[src/rtl/audio_pkg.sv]
// Shared widths, defaults and the per-voice level helper for the square-voice mixer.
// Pure declarations: no latency, no flow control.
package audio_pkg;

    localparam int NUM_VOICES       = 4;
    localparam int FREQ_W           = 8;
    localparam int MIX_W            = 10;
    localparam int PWM_W            = 10;
    localparam int AMP_DEFAULT      = 255;
    localparam int PRESCALE_DEFAULT = 1024;

    // Contribution of one voice to the mix; 4 * 255 = 1020 always fits in MIX_W.
    function automatic logic [MIX_W-1:0] voice_level(input logic on, input logic [7:0] amp);
        return on ? MIX_W'(amp) : '0;
    endfunction

endpackage

[src/rtl/square_voice_mixer_if.sv]
// Half-period inputs and audio outputs of the square-voice mixer.
// Quasi-static controls, no handshake and no backpressure.
interface square_voice_mixer_if;
    import audio_pkg::*;

    logic [FREQ_W-1:0]     freq1;
    logic [FREQ_W-1:0]     freq2;
    logic [FREQ_W-1:0]     freq3;
    logic [FREQ_W-1:0]     freq4;
    logic                  tick;
    logic [NUM_VOICES-1:0] voice_sq;
    logic [NUM_VOICES-1:0] voice_active;
    logic [MIX_W-1:0]      mix_sample;
    logic                  audio_out;

    modport master (
        output freq1, freq2, freq3, freq4,
        input  tick, voice_sq, voice_active, mix_sample, audio_out
    );

    modport slave (
        input  freq1, freq2, freq3, freq4,
        output tick, voice_sq, voice_active, mix_sample, audio_out
    );

endinterface

[src/rtl/square_voice.sv]
// One square-wave voice: toggles every freq ticks, forced low while freq is 0.
// Latency: sq/active registered 1 clk after the tick/freq sample; no backpressure.
module square_voice
    import audio_pkg::*;
(
    input  logic              clk,
    input  logic              reset,
    input  logic              tick,
    input  logic [FREQ_W-1:0] freq,
    output logic              sq,
    output logic              active
);

    logic [FREQ_W-1:0] phase;

    always_ff @(posedge clk) begin
        if (reset) begin
            phase  <= '0;
            sq     <= 1'b0;
            active <= 1'b0;
        end else begin
            active <= (freq != '0);
            if (tick) begin
                if (freq == '0) begin
                    phase <= '0;
                    sq    <= 1'b0;
                // ">=" so a lowered freq mid-half-period toggles at once instead of wrapping
                end else if (phase >= freq - FREQ_W'(1)) begin
                    phase <= '0;
                    sq    <= ~sq;
                end else begin
                    phase <= phase + FREQ_W'(1);
                end
            end
        end
    end

endmodule

[src/rtl/square_voice_mixer.sv]
// Four square voices summed into a 10-bit level and rendered as 1-bit PWM.
// Latency: mix 1 clk after voice_sq, PWM level taken at frame wrap; no backpressure.
module square_voice_mixer
    import audio_pkg::*;
#(
    parameter int PRESCALE = PRESCALE_DEFAULT,
    parameter int AMP      = AMP_DEFAULT
) (
    input  logic                 clk,
    input  logic                 reset,
    square_voice_mixer_if.slave  bus
);

    localparam int                PRE_W    = (PRESCALE > 1) ? $clog2(PRESCALE) : 1;
    localparam logic [PRE_W-1:0]  PRE_LAST = PRE_W'(PRESCALE - 1);
    localparam logic [7:0]        AMP_LVL  = 8'(AMP);
    localparam logic [PWM_W-1:0]  PWM_LAST = '1;

    logic [PRE_W-1:0]      pre_cnt;
    logic                  tick;
    logic [FREQ_W-1:0]     freq [NUM_VOICES];
    logic [NUM_VOICES-1:0] sq;
    logic [NUM_VOICES-1:0] active;
    logic [MIX_W-1:0]      mix_next;
    logic [MIX_W-1:0]      mix_sample;
    logic [PWM_W-1:0]      pwm_cnt;
    logic [MIX_W-1:0]      pwm_lvl;
    logic                  audio_q;

    // Gated by reset so a PRESCALE of 1 still shows a quiet tick while held in reset.
    assign tick = ~reset & (pre_cnt == PRE_LAST);

    always_ff @(posedge clk) begin
        if (reset) begin
            pre_cnt <= '0;
        end else if (pre_cnt == PRE_LAST) begin
            pre_cnt <= '0;
        end else begin
            pre_cnt <= pre_cnt + PRE_W'(1);
        end
    end

    assign freq[0] = bus.freq1;
    assign freq[1] = bus.freq2;
    assign freq[2] = bus.freq3;
    assign freq[3] = bus.freq4;

    for (genvar v = 0; v < NUM_VOICES; v++) begin : g_voice
        square_voice u_voice (
            .clk    (clk),
            .reset  (reset),
            .tick   (tick),
            .freq   (freq[v]),
            .sq     (sq[v]),
            .active (active[v])
        );
    end

    always_comb begin
        mix_next = '0;
        for (int v = 0; v < NUM_VOICES; v++) begin
            mix_next = mix_next + voice_level(sq[v], AMP_LVL);
        end
    end

    always_ff @(posedge clk) begin
        if (reset) begin
            mix_sample <= '0;
        end else begin
            mix_sample <= mix_next;
        end
    end

    // Level only changes at the frame wrap so each PWM frame has a single duty.
    always_ff @(posedge clk) begin
        if (reset) begin
            pwm_cnt <= '0;
            pwm_lvl <= '0;
            audio_q <= 1'b0;
        end else begin
            pwm_cnt <= pwm_cnt + PWM_W'(1);
            audio_q <= (pwm_cnt < pwm_lvl);
            if (pwm_cnt == PWM_LAST) begin
                pwm_lvl <= mix_sample;
            end
        end
    end

    assign bus.tick         = tick;
    assign bus.voice_sq     = sq;
    assign bus.voice_active = active;
    assign bus.mix_sample   = mix_sample;
    assign bus.audio_out    = audio_q;

endmodule

[src/flat_wrapper.sv]
// flat-port wrapper written by rule: the top's interface ports become plain ports
module square_voice_mixer_flat import audio_pkg::*;
#(
    parameter int PRESCALE = PRESCALE_DEFAULT,
    parameter int AMP      = AMP_DEFAULT
)
  (clk, reset, bus_freq1, bus_freq2, bus_freq3, bus_freq4, bus_tick, bus_voice_sq, bus_voice_active, bus_mix_sample, bus_audio_out);
  square_voice_mixer_if bus_i ();
  input  logic clk;
  input  logic reset;
  input wire logic [$bits(bus_i.freq1)-1:0] bus_freq1;
  input wire logic [$bits(bus_i.freq2)-1:0] bus_freq2;
  input wire logic [$bits(bus_i.freq3)-1:0] bus_freq3;
  input wire logic [$bits(bus_i.freq4)-1:0] bus_freq4;
  output wire logic [$bits(bus_i.tick)-1:0] bus_tick;
  output wire logic [$bits(bus_i.voice_sq)-1:0] bus_voice_sq;
  output wire logic [$bits(bus_i.voice_active)-1:0] bus_voice_active;
  output wire logic [$bits(bus_i.mix_sample)-1:0] bus_mix_sample;
  output wire logic [$bits(bus_i.audio_out)-1:0] bus_audio_out;
  assign bus_i.freq1 = bus_freq1;
  assign bus_i.freq2 = bus_freq2;
  assign bus_i.freq3 = bus_freq3;
  assign bus_i.freq4 = bus_freq4;
  assign bus_tick = bus_i.tick;
  assign bus_voice_sq = bus_i.voice_sq;
  assign bus_voice_active = bus_i.voice_active;
  assign bus_mix_sample = bus_i.mix_sample;
  assign bus_audio_out = bus_i.audio_out;
  square_voice_mixer #(.PRESCALE(PRESCALE), .AMP(AMP)) u_core (.clk(clk), .reset(reset), .bus(bus_i));
endmodule
[config.mk]
export PLATFORM = sky130hd
export DESIGN_NAME = square_voice_mixer_flat
export DESIGN_NICKNAME = d
export VERILOG_FILES = /design/src/rtl/audio_pkg.sv /design/src/rtl/square_voice_mixer_if.sv /design/src/rtl/square_voice.sv /design/src/rtl/square_voice_mixer.sv /design/src/flat_wrapper.sv
export SDC_FILE = /design/constraint.sdc
export NUM_CORES = 1
export LEC_CHECK = 0
export ABC_CLOCK_PERIOD_IN_PS = 6550
export BUFFER_PORTS_ARGS = -buffer_cell sky130_fd_sc_hd__buf_2
export CAP_MARGIN = 20
export CORE_AREA = 2 2 82 99
export DETAILED_ROUTE_END_ITERATION = 6
export DIE_AREA = 0 0 84 101
export PLACE_DENSITY_LB_ADDON = 0.1
export SYNTH_ARGS = -nofsm -noshare
export SYNTH_HDL_FRONTEND = slang
export SYNTH_SLANG_ARGS = --single-unit
[constraint.sdc]
create_clock -name clk -period 6.55 [get_ports clk]
set_input_delay 1.31 -clock clk [delete_from_list [all_inputs] [get_ports clk]]
set_output_delay 1.31 -clock clk [all_outputs]
set_load 0.02 [all_outputs]
==> results of run 1 <==
==> logic make-up (layout without fill, tap and decap cells) <==
group / Yosys count / after routing
flip-flops: 73 / 73
buffers and inverters: 59 / 103
AO/OA/AOI/OAI: 87 / 87
adder cells (fa/ha/maj): 59 / 59
XOR/XNOR: 40 / 40
AND/OR/NAND/NOR: 221 / 221
multiplexers: 6 / 6
==> flip-flops by register name (all words and copies together), names as in the netlist <==
| name | flops |
|---|---|
| u_core.g_voice.u_voice.phase | 32 |
| u_core.pre_cnt | 10 |
| u_core.pwm_cnt | 10 |
| u_core.bus.mix_sample | 6 |
| u_core.pwm_lvl | 6 |
| u_core.g_voice.u_voice.active | 4 |
| u_core.g_voice.u_voice.sq | 4 |
| u_core.bus.audio_out | 1 |
==> power breakdown <==
| group | leakage (uW) | switching [uW] | internal, uW | total (uW) |
|---|---|---|---|---|
| sequential | 0.000592 | 12.1 | 454 | 466 |
| combinational | 0.00141 | 54.2 | 44.3 | 98.4 |
| clock | 0.000123 | 171 | 246 | 417 |
==> worst reg2reg max path, stage by stage (launching register included) <==
cell	delay (ps)
dfxtp_1	390
inv_1	80
fa_1	580
fa_1	490
inv_1	120
ha_1	190
inv_1	60
fa_1	410
nor2b_1	150
o21ai_0	90
a21oi_1	140
==> synth_stat cells, types with 3 or more instances <==
cell type	instances
nor3_1	16
or3_1	6
xor2_1	14
nand4_1	9
o21ai_1	8
or2_2	4
clkbuf_1	11
nor4_1	9
and3_1	12
nand3_1	37
nand2_1	49
buf_2	3
nand3b_1	4
a31oi_1	13
buf_4	12
o21a_1	3
inv_1	31
nor2_1	46
a32o_1	4
nor3b_1	5
o21ai_0	23
ha_1	55
nand2b_1	7
a21oi_1	16
dfxtp_1	73
fa_1	4
nand4b_1	4
xnor2_1	26
nor2b_1	5
mux2i_1	6
a2111oi_0	4
==> worst max-delay path by stage <==
stage,startpoint,endpoint,slack (ps),cells after the start
floorplan,bus_freq3[0],u_core.g_voice[2].u_voice.phase[4],2890,12
global route,u_core.pre_cnt[6],bus_tick,2130,5
global placement,bus_freq3[0],u_core.g_voice[2].u_voice.phase[4],2390,12
detailed placement,bus_freq3[0],u_core.g_voice[2].u_voice.phase[4],2310,11
finish,u_core.pre_cnt[6],bus_tick,2430,5
CTS,u_core.pre_cnt[6],bus_tick,2400,5
==> cell usage in the layout (no fill, tap or decap), drive strengths merged, types with 3 or more instances in the layout <==
cell	n
dfxtp	73
ha	55
buf	55
nand2	49
nor2	46
nand3	37
inv	32
o21ai	31
xnor2	26
nor3	18
a21oi	16
xor2	14
a31oi	13
and3	12
clkbuf	12
nor4	10
nand4	9
nand2b	7
or3	6
mux2i	6
nor3b	5
nor2b	5
a32o	4
a2111oi	4
or2	4
nand3b	4
nand4b	4
fa	4
o21a	4
or4	3
==> per-layer routing <==
metal | wire length [um] | track usage (%) | vias up | part of all wire (%)
met3 | 243 | 3.686 | 8 | 2.6
met2 | 4679 | 40.62 | 67 | 51
met1 | 4181 | 27.04 | 1852 | 45
met5 | 0 | 0 | - | 0
met4 | 87 | 7.444 | 0 | 0.95
li1 | - | - | 2009 | -
==> area by class of cell <==
type	count	area share, %
Clock buffer	12	3.247
Timing Repair Buffer	55	5.510
Multi-Input combinational cell	413	56.43
Tap cell	92	2.263
Sequential cell	73	28.73
Clock inverter	4	1.451
Inverter	32	2.362
==> per-stage QoR <==
step | setup slack (ps) | instances | hold slack [ps] | total power, uW
final | 2432 | 681 | 475.5 | 980.8
after global routing | 2130 | 681 | 513.2 | 1022
after CTS | 2397 | 681 | 480.7 | 987.5
after detailed placement | 2310 | 665 | 465.4 | 574.8
after global placement | 2393 | 665 | 439.8 | 569.4
after floorplan | 2887 | 545 | 425.2 | 540.9
==> impl_metrics.toml, run 1 <==
[status]
status = "complete, no violations"

[critical_path]
r2r_slack_ps = 3780
worstReg2RegEnd = "u_core.bus.mix_sample[9]"
critPathTopFamily = "simple AND/OR/NAND/NOR gates"
worstRegToRegCells = 10
cp.arrival_ps = 2810
crit_buf_inv = 2
slowest_delay_ps = 620
startpoint_type = "flop"
slowest_stage = "nand2b_1"
path_max_fanout = 21
cp.required_ps = 5240
r2r_start = "u_core.g_voice[3].u_voice.sq"
worstPathCellList = "and4_1, nand4_1, nand2b_1, inv_2, buf_2"
endpoint_kind = "output port"
critPathKind = "flop to output port"

[power]
p_per_area_nw_per_um2 = 192.8
irDropWorstVdd_uv = 153.1
cellLeakagePower_uw = 0.002126

[clock_network]
cts_made_buffers = 9
cts_setup_buffers = 0
cts_hold_buf = 0
root_buffer = "clkbuf_8"
clock_tree.buffer_depth = 2
cts.clk_slew.worst_paths_ps = 80
clkLatencyLatePin_ps = 350
cts_tree = "yes"
cts_resized = 0
htreeDepth = 3
clkSinkCount = 73

[yosys]
synth_area_leaders = "dfxtp_1, ha_1, xnor2_1, nand3_1, nand2_1"
netlist.area_leader.share_pct = 31.76
yosysWarnings = 0
synth_top_family_by_area = "simple AND/OR/NAND/NOR gates"
syn_area_per_cell_um2 = 8.444
synth_edf_count = 0
synth_cell_types = 50
synth_compound_area_share_pct = 12.07
yosys.area_share.adder_pct = 16.69
synth-async-reset-ratio_pct = 0
syn-num-nets = 638
synth_mux_area_share_pct = 1.305
ys_seq_elements = 73
syn_inst = 545
synth_simple_gate_area_share_pct = 24.69
ys_seq_area_share_pct = 31.76
synth_top_flop_cell = "dfxtp_1"
syn_area_um2 = 4602
synth_xor_area_share_pct = 7.613
synth_area_leader_cell = "dfxtp_1"

[layout]
register_area_um2 = 1461
multiInputGateArea_um2 = 2870
drive_above_1_share_pct = 13.92
fillers = 635
n_antenna_cell = 0
area_growth_pct = 10.52
design_area_um2 = 5086
nets = 677
final_util_pct = 67.13

[floorplan]
ios = 54
die_x_um = 84
fp-row-count = 35
core-area_um2 = 7576
initial_core_util_pct = 60.74
die_h_um = 101
die_area_um2 = 8484

[route]
totalWireLength_mm = 9.191
first_pass_iters = 4
num_vias = 3936
wl_per_cell_um = 13.50
drtIter0Drc = 203
drt.antenna.violating_nets = 0
via_per_inst = 5.780
drc_errors = 0

[placed_design]
dp_hpwl_mm = 6.968
gp_congestion = 0.8161
dpl_cell_area_um2 = 4847
portBuffers = 53

[sta]
hold_viol = 0
grt_setup_unrepaired = "false"
finalCriticalPeriod_ps = 4118
period_share_pct = 62.87
worstMarginPinSlew_ps = 789.1
tns_ps = 0
drv_slew = 0
maxClockFrequency_mhz = 242.8
clock_skew_ps = 12.03
setup_viol = 0
relSlewSlack_pct = 46.95

[global_route]
grt_pass1_vias = 3672
grt_usage_pct = 22.42
antenna_found_initial = 0
grt_pass1_wl_mm = 15.72
grt_overflow = 0
grt_max_degree = 50

[hold_path]
min_path_cells = 1
hold_end = "u_core.pre_cnt[0]"
hold_class = "flop to flop"
hp-start = "u_core.pre_cnt[0]"

[run]
cap_violations = 0
Note: power is estimated with default switching activity, not from simulation.
==> run 2, diff against run 1 <==
--- a/config.mk
+++ b/config.mk
@@ -5,12 +5,12 @@
 export SDC_FILE = /design/constraint.sdc
 export NUM_CORES = 1
 export LEC_CHECK = 0
-export ABC_CLOCK_PERIOD_IN_PS = 6550
+export ABC_CLOCK_PERIOD_IN_PS = 3300
 export BUFFER_PORTS_ARGS = -buffer_cell sky130_fd_sc_hd__buf_2
 export CAP_MARGIN = 20
-export CORE_AREA = 2 2 82 99
+export CORE_AREA = 2 2 89 108
 export DETAILED_ROUTE_END_ITERATION = 6
-export DIE_AREA = 0 0 84 101
+export DIE_AREA = 0 0 91 110
 export PLACE_DENSITY_LB_ADDON = 0.1
 export SYNTH_ARGS = -nofsm -noshare
 export SYNTH_HDL_FRONTEND = slang
==> constraint.sdc (replaced) <==
create_clock -name clk -period 3.3 [get_ports clk]
set_input_delay 0.66 -clock clk [delete_from_list [all_inputs] [get_ports clk]]
set_output_delay 0.66 -clock clk [all_outputs]
set_load 0.02 [all_outputs]
==> impl_metrics.toml, run 2 (same netlist as run 1, synthesis figures left out) <==
[status]
status = "complete, no violations"

[critical_path]
cp.depth = 13
worstRegToRegCells = 10
worstSetupEndpoint = "u_core.g_voice[3].u_voice.phase[4]"
critPathKind = "input port to flop"
critPathLaunch = "bus_freq4[0]"
path_max_fanout = 7
cp.arrival_ps = 3160
worstPathCellList = "buf_2, inv_1, ha_1, nor3b_1, nand2_1, xor2_1, ha_1, a41o_1, a21oi_1, o31ai_1, nor2_1, nand3_1, o31ai_1"
endpoint_kind = "flop"
worstReg2RegEnd = "u_core.bus.mix_sample[9]"
r2r_start = "u_core.g_voice[3].u_voice.sq"
crit_buf_inv = 2
cp.required_ps = 3570
startpoint_type = "input port"
slowest_stage = "nor2_1"
r2r_slack_ps = 590
critPathTopFamily = "simple AND/OR/NAND/NOR gates"
slowest_delay_ps = 400

[route]
num_vias = 3901
wl_per_cell_um = 12.74
drtIter0Drc = 135
drc_errors = 0
via_per_inst = 5.456
totalWireLength_mm = 9.110
first_pass_iters = 4
drt.antenna.violating_nets = 0

[power]
irDropWorstVdd_uv = 261.4
p_per_area_nw_per_um2 = 360.5
total_power_uw = 1851
cellLeakagePower_uw = 0.002135

[sta]
grt_setup_unrepaired = "false"
relSlewSlack_pct = 65.88
clock_skew_ps = 17.74
drv_slew = 0
period_share_pct = 87.46
hold_viol = 0
setup_viol = 0
maxClockFrequency_mhz = 346.5
finalCriticalPeriod_ps = 2886
tns_ps = 0
worstMarginPinSlew_ps = 511.8

[layout]
final_common_cell = "dfxtp_1"
largestRegisters = "u_core.g_voice.u_voice.phase x32, u_core.pre_cnt x10, u_core.pwm_cnt x10"
largest_reg_flops = 32
register_area_um2 = 1461
n_antenna_cell = 0
fillers = 849
drive_above_1_share_pct = 14.79
final_util_pct = 57.45
final_cell_mix = "dfxtp_1, ha_1, buf_2"
area_growth_pct = 11.58
nets = 683
multiInputGateArea_um2 = 2870
top_register = "u_core.g_voice.u_voice.phase"

[placed_design]
gp_congestion = 0.8314
portBuffers = 53
dp_hpwl_mm = 6.934

[hold_path]
hp-start = "u_core.pre_cnt[0]"
hold_class = "flop to flop"

[clock_network]
cts_resized = 0
cts.clk_slew.worst_paths_ps = 90
clock_tree.buffer_depth = 2
cts_made_buffers = 9
root_buffer = "clkbuf_8"
clkLatencyLatePin_ps = 350
cts_setup_buffers = 0
cts_hold_buf = 0
cts_tree = "yes"
htreeDepth = 3
clkSinkCount = 73

[global_route]
grt_usage_pct = 18.85
antenna_found_initial = 0
grt_pass1_vias = 3562
grt_overflow = 0
grt_max_degree = 50
grt_pass1_wl_mm = 15.67

[floorplan]
fp-row-count = 38
ios = 54
die_x_um = 91
die_h_um = 110
initial_core_util_pct = 51.48
core-area_um2 = 8939
die_area_um2 = 10010

[run]
cap_violations = 0
run 2: per-layer routing:
| layer | global-route usage, % | vias up | routed length (um) |
|---|---|---|---|
| met2 | 33.33 | 52 | 4459 |
| met4 | 4.762 | 0 | 70 |
| met5 | 0 | - | 0 |
| met3 | 3.807 | 7 | 252 |
| li1 | - | 2019 | - |
| met1 | 23.69 | 1823 | 4328 |
run 2: worst register-to-register path: cells and delay by family (launching register included):
| kind | cells | cell delay (ps) |
|---|---|---|
| adders and majority gates | 4 | 1650 |
| DFF | 1 | 390 |
| buffers and inverters | 3 | 270 |
| AOI/OAI and AO/OA | 2 | 210 |
| and+or+nand+nor | 1 | 110 |
run 2: worst min-delay path by stage:
stage,slack (ps),to,depth (start not counted)
5_1_grt,490,u_core.pre_cnt[0],1
6_report,470,u_core.pre_cnt[0],1
4_1_cts,460,u_core.pre_cnt[0],1
2_1_floorplan,430,u_core.pwm_cnt[0],1
3_3_place_gp,440,u_core.pre_cnt[0],1
3_5_place_dp,440,u_core.pre_cnt[0],1
run 2: area by class of cell:
class                   count  share of cell area (%)
clock inverters             7                   1.633
repair buffers             61                   6.335
inverters                  32                   2.339
well taps                 120                   2.924
clock buffers               9                   2.412
flip-flops and latches     73                   28.46
multi-input cells         413                   55.90
run 2: power breakdown:
group	switching, uW	internal, uW	total [uW]
logic	109	88.8	198
registers	22.7	901	923
clock network	367	364	730
total	498	1350	1850
run 2: through the flow:
stage | area, um2 | setup slack, ps | cells | hold WS (ps)
CTS | 5135 | 392.4 | 715 | 463.9
floorplan | 4602 | 287.1 | 545 | 425.2
global placement | 4927 | 134.9 | 699 | 443.1
global route | 5135 | 136.5 | 715 | 493.6
finish | 5135 | 413.7 | 715 | 465.7
detailed placement | 4927 | 27.91 | 699 | 444.0
==> run 3, diff against run 2 <==
--- a/config.mk
+++ b/config.mk
@@ -12,6 +12,7 @@
 export DETAILED_ROUTE_END_ITERATION = 6
 export DIE_AREA = 0 0 91 110
 export PLACE_DENSITY_LB_ADDON = 0.1
+export RECOVER_POWER = 50
 export SYNTH_ARGS = -nofsm -noshare
 export SYNTH_HDL_FRONTEND = slang
 export SYNTH_SLANG_ARGS = --single-unit
==> impl_metrics.toml, run 3 (same netlist as run 1, synthesis figures left out) <==
[status]
status = "finished, violations left"
violations = "max-capacitance violations, max-slew violations"

[clock_network]
clkLatencyLatePin_ps = 350
cts_setup_buffers = 0
cts_hold_buf = 0
root_buffer = "clkbuf_8"
clkSinkCount = 73
clock_tree.buffer_depth = 2
cts_resized = 0
cts_made_buffers = 9
cts_tree = "yes"
cts.clk_slew.worst_paths_ps = 80
htreeDepth = 3

[critical_path]
worstReg2RegEnd = "u_core.bus.mix_sample[9]"
endpoint_kind = "flop"
worstPathCellList = "buf_2, nor3_1, nand2b_1, nor4_1, xnor2_1, ha_1, and3_1, a221o_1, a311oi_2, buf_4, nand4b_1, a31oi_1"
critPathTopFamily = "simple AND/OR/NAND/NOR gates"
critPathKind = "input port to flop"
cp.required_ps = 3530
crit_buf_inv = 2
r2r_slack_ps = 570
worstRegToRegCells = 10
startpoint_type = "input port"
cp.arrival_ps = 3130
slowest_delay_ps = 360
path_max_fanout = 13
slowest_stage = "a221o_1"
r2r_start = "u_core.g_voice[3].u_voice.sq"

[sta]
finalHoldWorstSlack_ps = 465.7
tns_ps = 0
finalCriticalPeriod_ps = 2900
grt_setup_unrepaired = "false"
period_share_pct = 87.89
hold_viol = 0
drv_slew = 50
setup_viol = 0
maxClockFrequency_mhz = 344.8
relSlewSlack_pct = -43.68
clock_skew_ps = 18.02
worstMarginPinSlew_ps = 2155

[floorplan]
die_h_um = 110
initial_core_util_pct = 51.48
core-area_um2 = 8939
fp-row-count = 38
die_area_um2 = 10010
ios = 54
die_x_um = 91

[layout]
design_area_um2 = 5107
final_cell_mix = "dfxtp_1, ha_1, nand2_1"
area_growth_pct = 10.98
finalNonFillerCells = 715
final_util_pct = 57.14
top_register = "u_core.g_voice.u_voice.phase"
drive_above_1_share_pct = 11.43
nets = 683
largest_reg_flops = 32
largestRegisters = "u_core.g_voice.u_voice.phase x32, u_core.pre_cnt x10, u_core.pwm_cnt x10"
n_antenna_cell = 0
final_common_cell = "dfxtp_1"

[global_route]
grt_overflow = 0
grt_pass1_vias = 3562
antenna_found_initial = 0
grt_pass1_wl_mm = 15.67
grt_usage_pct = 18.85
grt_max_degree = 50

[power]
p_per_area_nw_per_um2 = 362.4
irDropWorstVdd_uv = 261.6
clock_power_share_pct = 39.5
cellLeakagePower_uw = 0.002054
power_frac_seq_pct = 49.9
combPwrFrac_pct = 10.6
p_int_uw = 1352
p_sw_share_pct = 26.95
switching_power_uw = 498.9

[placed_design]
portBuffers = 53
gp_congestion = 0.8314
dp_hpwl_mm = 6.934
placed_cells = 699
dpl_cell_area_um2 = 4927

[hold_path]
hold_end = "u_core.pre_cnt[0]"
min_path_cells = 1
hold_class = "flop to flop"
hp-start = "u_core.pre_cnt[0]"

[route]
drc_errors = 0
num_vias = 3904
drtIter0Drc = 140
totalWireLength_mm = 9.126
wl_per_cell_um = 12.76
first_pass_iters = 4
drt.antenna.violating_nets = 0
via_per_inst = 5.460

[run]
cap_violations = 1
-- run 3: cell count changes in the layout (fill, tap and decap cells not counted) --
cell      before  now
buf_2         53   34
clkbuf_1       0   20
buf_4          8    7
-- run 3: worst max path at each step --
stage,start,endpoint,cells after the start
2_1_floorplan,bus_freq3[0],u_core.g_voice[2].u_voice.phase[4],12
3_3_place_gp,bus_freq4[0],u_core.g_voice[3].u_voice.phase[4],13
3_5_place_dp,bus_freq3[0],u_core.g_voice[2].u_voice.phase[4],12
4_1_cts,bus_freq3[0],u_core.g_voice[2].u_voice.phase[4],12
5_1_grt,bus_freq3[0],u_core.g_voice[2].u_voice.phase[2],12
6_report,bus_freq3[0],u_core.g_voice[2].u_voice.phase[2],12
-- run 3: layout make-up --
cell class	count	area (um2)
Sequential cell	73	1461
Timing Repair Buffer	61	297.8
Tap cell	120	150.1
Inverter	32	120.1
Multi-Input combinational cell	413	2870
Clock inverter	7	83.83
Fill cell	866	3831
Clock buffer	9	123.9
-- run 3: routing by layer --
layer | routed length [um] | track usage, % | vias up
met5 | 0 | 0 | -
met4 | 70 | 4.762 | 0
met3 | 261 | 3.807 | 7
met2 | 4446 | 33.33 | 52
met1 | 4348 | 23.69 | 1826
li1 | - | - | 2019
-- run 3: metrics by stage --
| step | power [uW] | worst slack (ps) |
|---|---|---|
| 2_1_floorplan | 1074 | 287.1 |
| 3_3_place_gp | 1132 | 134.9 |
| 3_5_place_dp | 1143 | 27.91 |
| 4_1_cts | 1879 | 392.4 |
| 5_1_grt | 1947 | 122.4 |
| 6_report | 1851 | 399.5 |
-- run 3: power by group through the flow --
stage / registers (uW) / logic, uW / clock network (uW)
after floorplan: 939 / 134 / 0
after global placement: 943 / 189 / 0
after detailed placement: 944 / 199 / 0
after CTS: 923 / 200 / 755
after global routing: 928 / 227 / 792
final: 924 / 196 / 731
